`src/rtl/mem_access_ctrl.sv`:
```
// -----------------------------------------------------------------------------
// mem_access_ctrl
// Load/store unit bridge: accepts one core memory request at a time and
// executes it as a single Avalon-MM read or write. Misaligned or
// illegal-size requests are rejected without touching the bus. Bus accesses
// that stall longer than MAX_WAIT cycles are abandoned with an error.
//
// Ports
//   clk, reset        : system clock, synchronous active-high reset
//   req_valid/ready   : request handshake (ready only while idle)
//   req_write         : 1 = store, 0 = load
//   req_size          : 0 = byte, 1 = halfword, 2 = word, 3 = illegal
//   req_signed        : load sign-extension select
//   req_addr          : byte address
//   req_wdata         : right-justified store data
//   resp_valid        : one-cycle completion pulse
//   resp_rdata        : extended load data (0 for stores and errors)
//   resp_err          : misaligned, illegal size or bus timeout
//   avm_*             : Avalon-MM master
// -----------------------------------------------------------------------------
module mem_access_ctrl #(
  parameter int MAX_WAIT = 255
) (
  input  logic        clk,
  input  logic        reset,
  input  logic        req_valid,
  output logic        req_ready,
  input  logic        req_write,
  input  logic [1:0]  req_size,
  input  logic        req_signed,
  input  logic [31:0] req_addr,
  input  logic [31:0] req_wdata,
  output logic        resp_valid,
  output logic [31:0] resp_rdata,
  output logic        resp_err,
  output logic [31:0] avm_address,
  output logic        avm_read,
  output logic        avm_write,
  output logic [3:0]  avm_byteenable,
  output logic [31:0] avm_writedata,
  input  logic        avm_waitrequest,
  input  logic [31:0] avm_readdata
);

  localparam int CNT_W = (MAX_WAIT < 2) ? 1 : $clog2(MAX_WAIT + 1);

  typedef enum logic [1:0] {IDLE, BUS, RESP} state_t;

  state_t             state;
  logic [CNT_W-1:0]   wait_cnt;
  logic               write_q;
  logic               signed_q;
  logic [1:0]         size_q;
  logic [1:0]         lane_q;

  function automatic logic bad_request(input logic [1:0] size, input logic [1:0] lo);
    case (size)
      2'd0:    return 1'b0;
      2'd1:    return lo[0];
      2'd2:    return (lo != 2'b00);
      default: return 1'b1;
    endcase
  endfunction

  function automatic logic [3:0] lane_mask(input logic [1:0] size, input logic [1:0] lo);
    case (size)
      2'd0:    return 4'b0001 << lo;
      2'd1:    return lo[1] ? 4'b1100 : 4'b0011;
      default: return 4'b1111;
    endcase
  endfunction

  // Store data shifted into its lane(s); every other bit forced to zero.
  function automatic logic [31:0] place_store(input logic [1:0] size, input logic [1:0] lo,
                                              input logic [31:0] wdata);
    case (size)
      2'd0:    return {24'd0, wdata[7:0]} << {lo, 3'b000};
      2'd1:    return {16'd0, wdata[15:0]} << {lo[1], 4'b0000};
      default: return wdata;
    endcase
  endfunction

  // Bring the addressed lane(s) down to bit 0, then extend.
  function automatic logic [31:0] extract_load(input logic [1:0] size, input logic [1:0] lo,
                                               input logic sgn, input logic [31:0] rdata);
    logic [31:0] sh;
    sh = rdata >> {lo, 3'b000};
    case (size)
      2'd0:    return sgn ? {{24{sh[7]}}, sh[7:0]}   : {24'd0, sh[7:0]};
      2'd1:    return sgn ? {{16{sh[15]}}, sh[15:0]} : {16'd0, sh[15:0]};
      default: return rdata;
    endcase
  endfunction

  always_ff @(posedge clk) begin
    if (reset) begin
      state          <= IDLE;
      wait_cnt       <= '0;
      write_q        <= 1'b0;
      signed_q       <= 1'b0;
      size_q         <= 2'd0;
      lane_q         <= 2'd0;
      req_ready      <= 1'b1;
      resp_valid     <= 1'b0;
      resp_err       <= 1'b0;
      resp_rdata     <= '0;
      avm_address    <= '0;
      avm_read       <= 1'b0;
      avm_write      <= 1'b0;
      avm_byteenable <= '0;
      avm_writedata  <= '0;
    end else begin
      case (state)
        IDLE: begin
          resp_valid <= 1'b0;
          resp_err   <= 1'b0;
          resp_rdata <= '0;
          if (req_valid) begin
            write_q   <= req_write;
            signed_q  <= req_signed;
            size_q    <= req_size;
            lane_q    <= req_addr[1:0];
            req_ready <= 1'b0;
            if (bad_request(req_size, req_addr[1:0])) begin
              // Rejected locally: straight to the response pulse, bus untouched.
              state      <= RESP;
              resp_valid <= 1'b1;
              resp_err   <= 1'b1;
            end else begin
              state          <= BUS;
              wait_cnt       <= '0;
              avm_address    <= {req_addr[31:2], 2'b00};
              avm_byteenable <= lane_mask(req_size, req_addr[1:0]);
              avm_writedata  <= req_write ? place_store(req_size, req_addr[1:0], req_wdata) : '0;
              avm_read       <= ~req_write;
              avm_write      <= req_write;
            end
          end
        end

        BUS: begin
          if (!avm_waitrequest) begin
            avm_read   <= 1'b0;
            avm_write  <= 1'b0;
            state      <= RESP;
            resp_valid <= 1'b1;
            resp_err   <= 1'b0;
            resp_rdata <= write_q ? '0 : extract_load(size_q, lane_q, signed_q, avm_readdata);
          end else if (wait_cnt == CNT_W'(MAX_WAIT - 1)) begin
            // This edge completes the MAX_WAIT-th stalled cycle: give up.
            avm_read   <= 1'b0;
            avm_write  <= 1'b0;
            state      <= RESP;
            resp_valid <= 1'b1;
            resp_err   <= 1'b1;
            resp_rdata <= '0;
          end else begin
            wait_cnt <= wait_cnt + 1'b1;
          end
        end

        RESP: begin
          resp_valid <= 1'b0;
          resp_err   <= 1'b0;
          resp_rdata <= '0;
          req_ready  <= 1'b1;
          state      <= IDLE;
        end

        default: begin
          state     <= IDLE;
          req_ready <= 1'b1;
          avm_read  <= 1'b0;
          avm_write <= 1'b0;
        end
      endcase
    end
  end

endmodule

```
`config.mk`:
```
export PLATFORM = sky130hd
export DESIGN_NAME = mem_access_ctrl
export DESIGN_NICKNAME = d
export VERILOG_FILES = /design/src/rtl/mem_access_ctrl.sv
export SDC_FILE = /design/constraint.sdc
export NUM_CORES = 1
export LEC_CHECK = 0
export CAP_MARGIN = 20
export CORE_MARGIN = 1.5
export CORE_UTILIZATION = 40
export DETAILED_ROUTE_END_ITERATION = 10
export MAX_ROUTING_LAYER = met4
export PLACE_DENSITY = 0.77
export SLEW_MARGIN = 10
export SYNTH_ARGS = -nofsm -noshare
export SYNTH_HDL_FRONTEND = slang
export SYNTH_SLANG_ARGS = --single-unit
```
`constraint.sdc`:
```
create_clock -name clk -period 1.9 [get_ports clk]
set_input_delay 0.285 -clock clk [delete_from_list [all_inputs] [get_ports clk]]
set_output_delay 0.285 -clock clk [all_outputs]
set_load 0.05 [all_outputs]
```
## Word level (Yosys, flattened, before mapping)

Cells that the tools add are included.

| word-level totals | value |
|---|---|
| flip-flop bits (word level) | 119 |
| word-level logic and storage cells | 93 |
| input port bits | 104 |
| output and inout port bits | 105 |

| operators by class | value |
|---|---|
| shift-type cells | 4 |
| mux-type cells | 42 |
| eq/ne operators | 11 |
| reduce and logical (&&, ||, !) cells | 16 |
| bitwise gates (word level) | 4 |
| add/subtract/negate cells | 1 |

Operator list:

| operator | count |
|---|---|
| $mux 32 | 6 |
| $pmux 32 s2 | 3 |
| $mux 8 | 4 |
| $shl 16x5->32 | 1 |
| $shl 8x5->32 | 1 |
| $shr 32x5->16 | 1 |
| $pmux 8 s2 | 1 |
| $mux 1 | 15 |
| $pmux 1 s3 | 5 |
| $reduce_and 2->1 | 5 |
| $add 8x1->8 const B | 1 |
| $eq 8x8->1 const B | 1 |
| $mux 2 | 4 |
| $ne 2x2->1 const B | 4 |
| $pmux 4 s2 | 1 |
| $eq 2x1->1 const B | 3 |
| $logic_not 2->1 | 3 |
| $reduce_bool 2->1 | 3 |
| $reduce_and 5->1 | 1 |
| $eq 2x2->1 const B | 2 |
| $mux 4 | 1 |
| $not 1->1 | 4 |
| $pmux 2 s2 | 1 |
| $reduce_and 4->1 | 1 |
| other kinds (6) | 6 |

## Depth between registers and ports, before layout

| depth | value |
|---|---|
| word-level depth | 8 |
| mapped depth | 9 |
| depth with buffers taken out | 7 |

## Worst setup path before layout

No wires, ideal clock.

| path | value |
|---|---|
| kind | register to register |
| from | reg state[0] |
| to | reg resp_rdata[16] |
| data required time | 1840 ps |
| slack | -58 ps |
| clock period less this slack | 1958 ps |
| data arrival time | 1898 ps |
| library setup time | 60 ps |
| stages on the path, launching flop included | 8 |
| cells stage by stage | dfxtp_1 inv_1 ha_1 nor4_4 nand2_2 a2111oi_4 buf_6 a221o_1 |

| on the way | value |
|---|---|
| word-level cells in the longest chain between the ends | 4 |

Ends and longest elaborated chain:

| what | RTL line | source |
|---|---|---|
| start, declared | 49 | `state_t state;` |
| start signal, assigned | 97 | `state <= IDLE;` |
| start signal, assigned | 126 | `state <= RESP;` |
| start signal, assigned | 130 | `state <= BUS;` |
| $eq 2x2->1 or $logic_not 2->1 (tied branches) | 113 | `case (state)` |
| $reduce_or 2->1 (no line) | n/a |  |
| $reduce_bool 2->1 (no line) | n/a |  |
| $reduce_and 2->1 (no line) | n/a |  |
| end signal, assigned | 148 | `resp_rdata <= write_q ? '0 : extract_load(size_q, lane_q, signed_q, avm_readdata);` |
| end, declared | 34 | `output logic [31:0] resp_rdata,` |

Parallel ways exist; a longest one is shown, timed or not.
A chain may end at the register's enable or synchronous reset.

## Worst setup path after layout

| path | value |
|---|---|
| from | reg avm_writedata[11] |
| to | out avm_writedata[11] |

RTL lines:

| what | RTL line | source |
|---|---|---|
| start, declared | 40 | `output logic [31:0] avm_writedata,` |
| start signal, assigned | 134 | `avm_writedata <= req_write ? place_store(req_size, req_addr[1:0], req_wdata) : '0;` |

No word-level cell between the ends.

==> impl_results.md <==
* Clk_lat worst skew at 0.41 ns
* Largest net degree at the start of global routing at 50
* Nets at 969
* Relative slew margins at 58.3%
* Seq cells post-synth at 119
* DIE HEIGHT at 120 um
* Core Util, Final at 65.3%
* PnR worst setup slack at 0.0406 ns
* Global-route wire length before repair at 28500 um
* Overall power after layout at 0.00749 W
* Inst Count DP at 1012
* Pwr/cell area at 866 mW/mm^2
* Crit path largest cell delay at 0.82 ns
* Placer's final routability congestion estimate at 0.891
* IO Count at 209
* Crit-path slowest cell: clkdlybuf4s50_1
* Post-Synthesis Cells at 633
* Worst path cell trace: clkdlybuf4s50_1
* Post-route minimum period at 1.86 ns
* Antenna violations before repair at 1
* Warnings from Yosys at 0
* Drt first pass iters at 5
* Status: complete, no violations
* Final period util at 97.9%
* Delay-heaviest family, CP: buffers and inverters
* CTS Buffer Depth at 2
* Post-synth EDFFs at 0
* VDD IR max at 635 uV
* GRT Overall Usage at 25.7%
* Worst r2r path cells at 8
* CP Max Fanout at 2
* Die width at 120 um
* Worst reg2reg setup slack at 0.05 ns
* Gr ovfl total at 0
* CTS tree: done
* Final WL at 17700 um
* Place WS at -0.329 ns
* CORE AREA at 0.0132 mm^2
* Rows at 42
* Hold WC Path Type: in -> reg
* WP data arrival at 1.57 ns
* Via density at 5.47
* Post-DP HPWL at 12800 um
* Fmax at 538 MHz
* Crit end category: output pin
* DR vias at 5733
* Final setup viols at 0
* Hold path endpoint: avm_writedata[6]$_SDFFE_PP0P_
* TritonCTS Sinks at 119
* H-tree Lvls at 4
* Post-synthesis cell type count at 55
* Leakage power at 3.85 nW
* DRC errors left at 0
* Hold path startpoint: reset
* Sequential share of the synthesized area at 43.8%
* Setup TNS at 0 ns
* Critical path class: reg -> out
* R2r startpoint: wait_cnt[0]$_SDFFE_PP0P_
* CTS buffer count at 17
* Hold path depth at 2
* Slew Viols, Final at 0
* Syn Area/Cell at 8.59 um^2
* CP Data Required Time at 1.62 ns
* Max-Cap Viols at 0
* Worst r2r dst: resp_rdata[9]$_SDFFE_PP0P_
* Unrepaired setup endpoints after global routing: true
* Clk root buf: clkbuf_16
* Port bufs at 206
* Final hold violation count at 0
* Async SR Flop Fraction at 0%
* Final cell count without fillers at 1049
* # hold bufs at CTS at 0
* WL per Instance at 16.9 um
* Initial core utilization at 41.0%
* Worst path bufs/invs at 1
* Mapped Area at 0.00544 mm^2
* Final Skew at 0.00457 ns
* Die ar. at 0.0143 mm^2
* Critical path launch point type: flip-flop
* Synth-to-Final Area Change at 59.1%
* Tightest Pin Transition at 0.624 ns
* Share of cells above drive strength 1 at 12.6%
* Vias in the first global route at 5765
* Synth Flop Type: dfxtp_1
* Clock slew at reported path FFs at 0.05 ns
* Antenna Nets Post-Route at 0
* 1st-iter DRT viols at 511
synth_stat cells, types with 8 or more instances:
cell type | n | area share (%)
buf_2 | 9 | 0.83
nand3_1 | 20 | 1.8
o211ai_1 | 9 | 1.2
a21oi_1 | 65 | 6.0
nand2_1 | 116 | 8.0
nor2_1 | 33 | 2.3
dfxtp_1 | 119 | 44
a22o_1 | 17 | 2.7
a22oi_1 | 30 | 4.1
o2bb2ai_1 | 9 | 1.5
clkbuf_1 | 27 | 1.9
mux2i_1 | 11 | 2.0
inv_1 | 16 | 1.1
nand2b_1 | 12 | 1.4
nand4_1 | 8 | 0.92
a221o_1 | 16 | 2.9
o21ai_0 | 21 | 1.9
routing by layer:
metal	routed length, um	GRT usage, %	vias to the layer above
met2	8690	41.6	256
met1	7100	29.5	2717
li1	-	-	2730
met4	359	10.9	0
met5	0	-	-
met3	1550	8.08	30
worst max-delay path by stage:
| stage | depth (start not counted) | start | endpoint | slack (ns) |
|---|---|---|---|---|
| floorplan | 8 | state[1]$_SDFFE_PP0P_ | resp_rdata[16]$_SDFFE_PP0P_ | -0.03 |
| global placement | 6 | req_addr[1] | wait_cnt[1]$_SDFFE_PP0P_ | -0.19 |
| detailed placement | 7 | req_addr[0] | avm_writedata[18]$_SDFFE_PP0P_ | -0.33 |
| CTS | 1 | avm_byteenable[3]$_SDFFE_PP0P_ | avm_byteenable[3] | 0.002 |
| global route | 8 | wait_cnt[0]$_SDFFE_PP0P_ | resp_rdata[9]$_SDFFE_PP0P_ | -0.04 |
| finish | 1 | avm_writedata[11]$_SDFFE_PP0P_ | avm_writedata[11] | 0.04 |
cell families (layout without fill, tap and decap cells):
kind of cell,Yosys count,count (layout),share of synthesized area (%)
other cells,1,3,0.0690
fa+ha+maj,6,6,1.38
flops,119,119,43.8
xor+xnor,6,6,0.967
mux,12,12,2.44
simple gates,216,216,18.5
compound gates,203,203,26.4
buf+inv,70,308,6.42
power by group:
group,internal [W],total (W),switching [W]
logic,0.000621,0.00146,0.000835
clock network,0.00225,0.00338,0.00113
registers,0.00259,0.00266,0.0000644
registers in the layout (all words and copies together) (netlist names), 2 cells and up:
signal,count
avm_writedata,32
state,2
size_q,2
wait_cnt,8
lane_q,2
avm_address,30
resp_rdata,32
avm_byteenable,4
layout by cell type, fill, tap and decap left out, types with 5 or more instances in the layout:
cell type,synthesis,routed
buf_4,6,48
a211oi_1,7,7
nand2b_1,12,11
clkdlybuf4s50_1,0,163
dlygate4sd2_1,0,5
a221o_1,16,16
a211o_1,7,7
o211ai_1,9,9
nand4_1,8,8
a22o_1,17,17
inv_1,16,14
o21ai_0,21,20
o2bb2ai_1,9,9
a21oi_1,65,64
dlymetal6s2s_1,0,36
xnor2_1,6,6
clkbuf_16,0,17
nor2_1,33,32
nand3_1,20,19
o2111ai_1,6,6
dfxtp_1,119,116
nand2_1,116,116
mux2i_1,11,11
a22oi_1,30,30
per-stage QoR:
step	instance area (um^2)	hold slack (ns)
4_1_cts	8490	0.229
3_5_place_dp	7880	0.446
2_1_floorplan	5460	0.421
6_report	8650	0.242
5_1_grt	8650	0.238
3_3_place_gp	7880	0.442
area by class of cell:
cell class / count / area [um^2]
tap: 176 / 220
timing repair buffer: 260 / 2600
clock buffer: 23 / 468
clock inverter: 9 / 148
multi-input combinational: 445 / 2770
fill: 1056 / 4590
antenna: 1 / 2.50
inverter: 16 / 60.1
sequential: 119 / 2390
what timing repair did:
item | CTS | global route
cloned | 0 | 0
gates resized for setup | 6 | 48
endpoints found under the setup margin | 20 | 105
hold endpoints to repair | 0 | 0
pin swaps | 0 | 6
setup buffers | 0 | 4
Note: power is estimated with default switching activity, not from simulation.
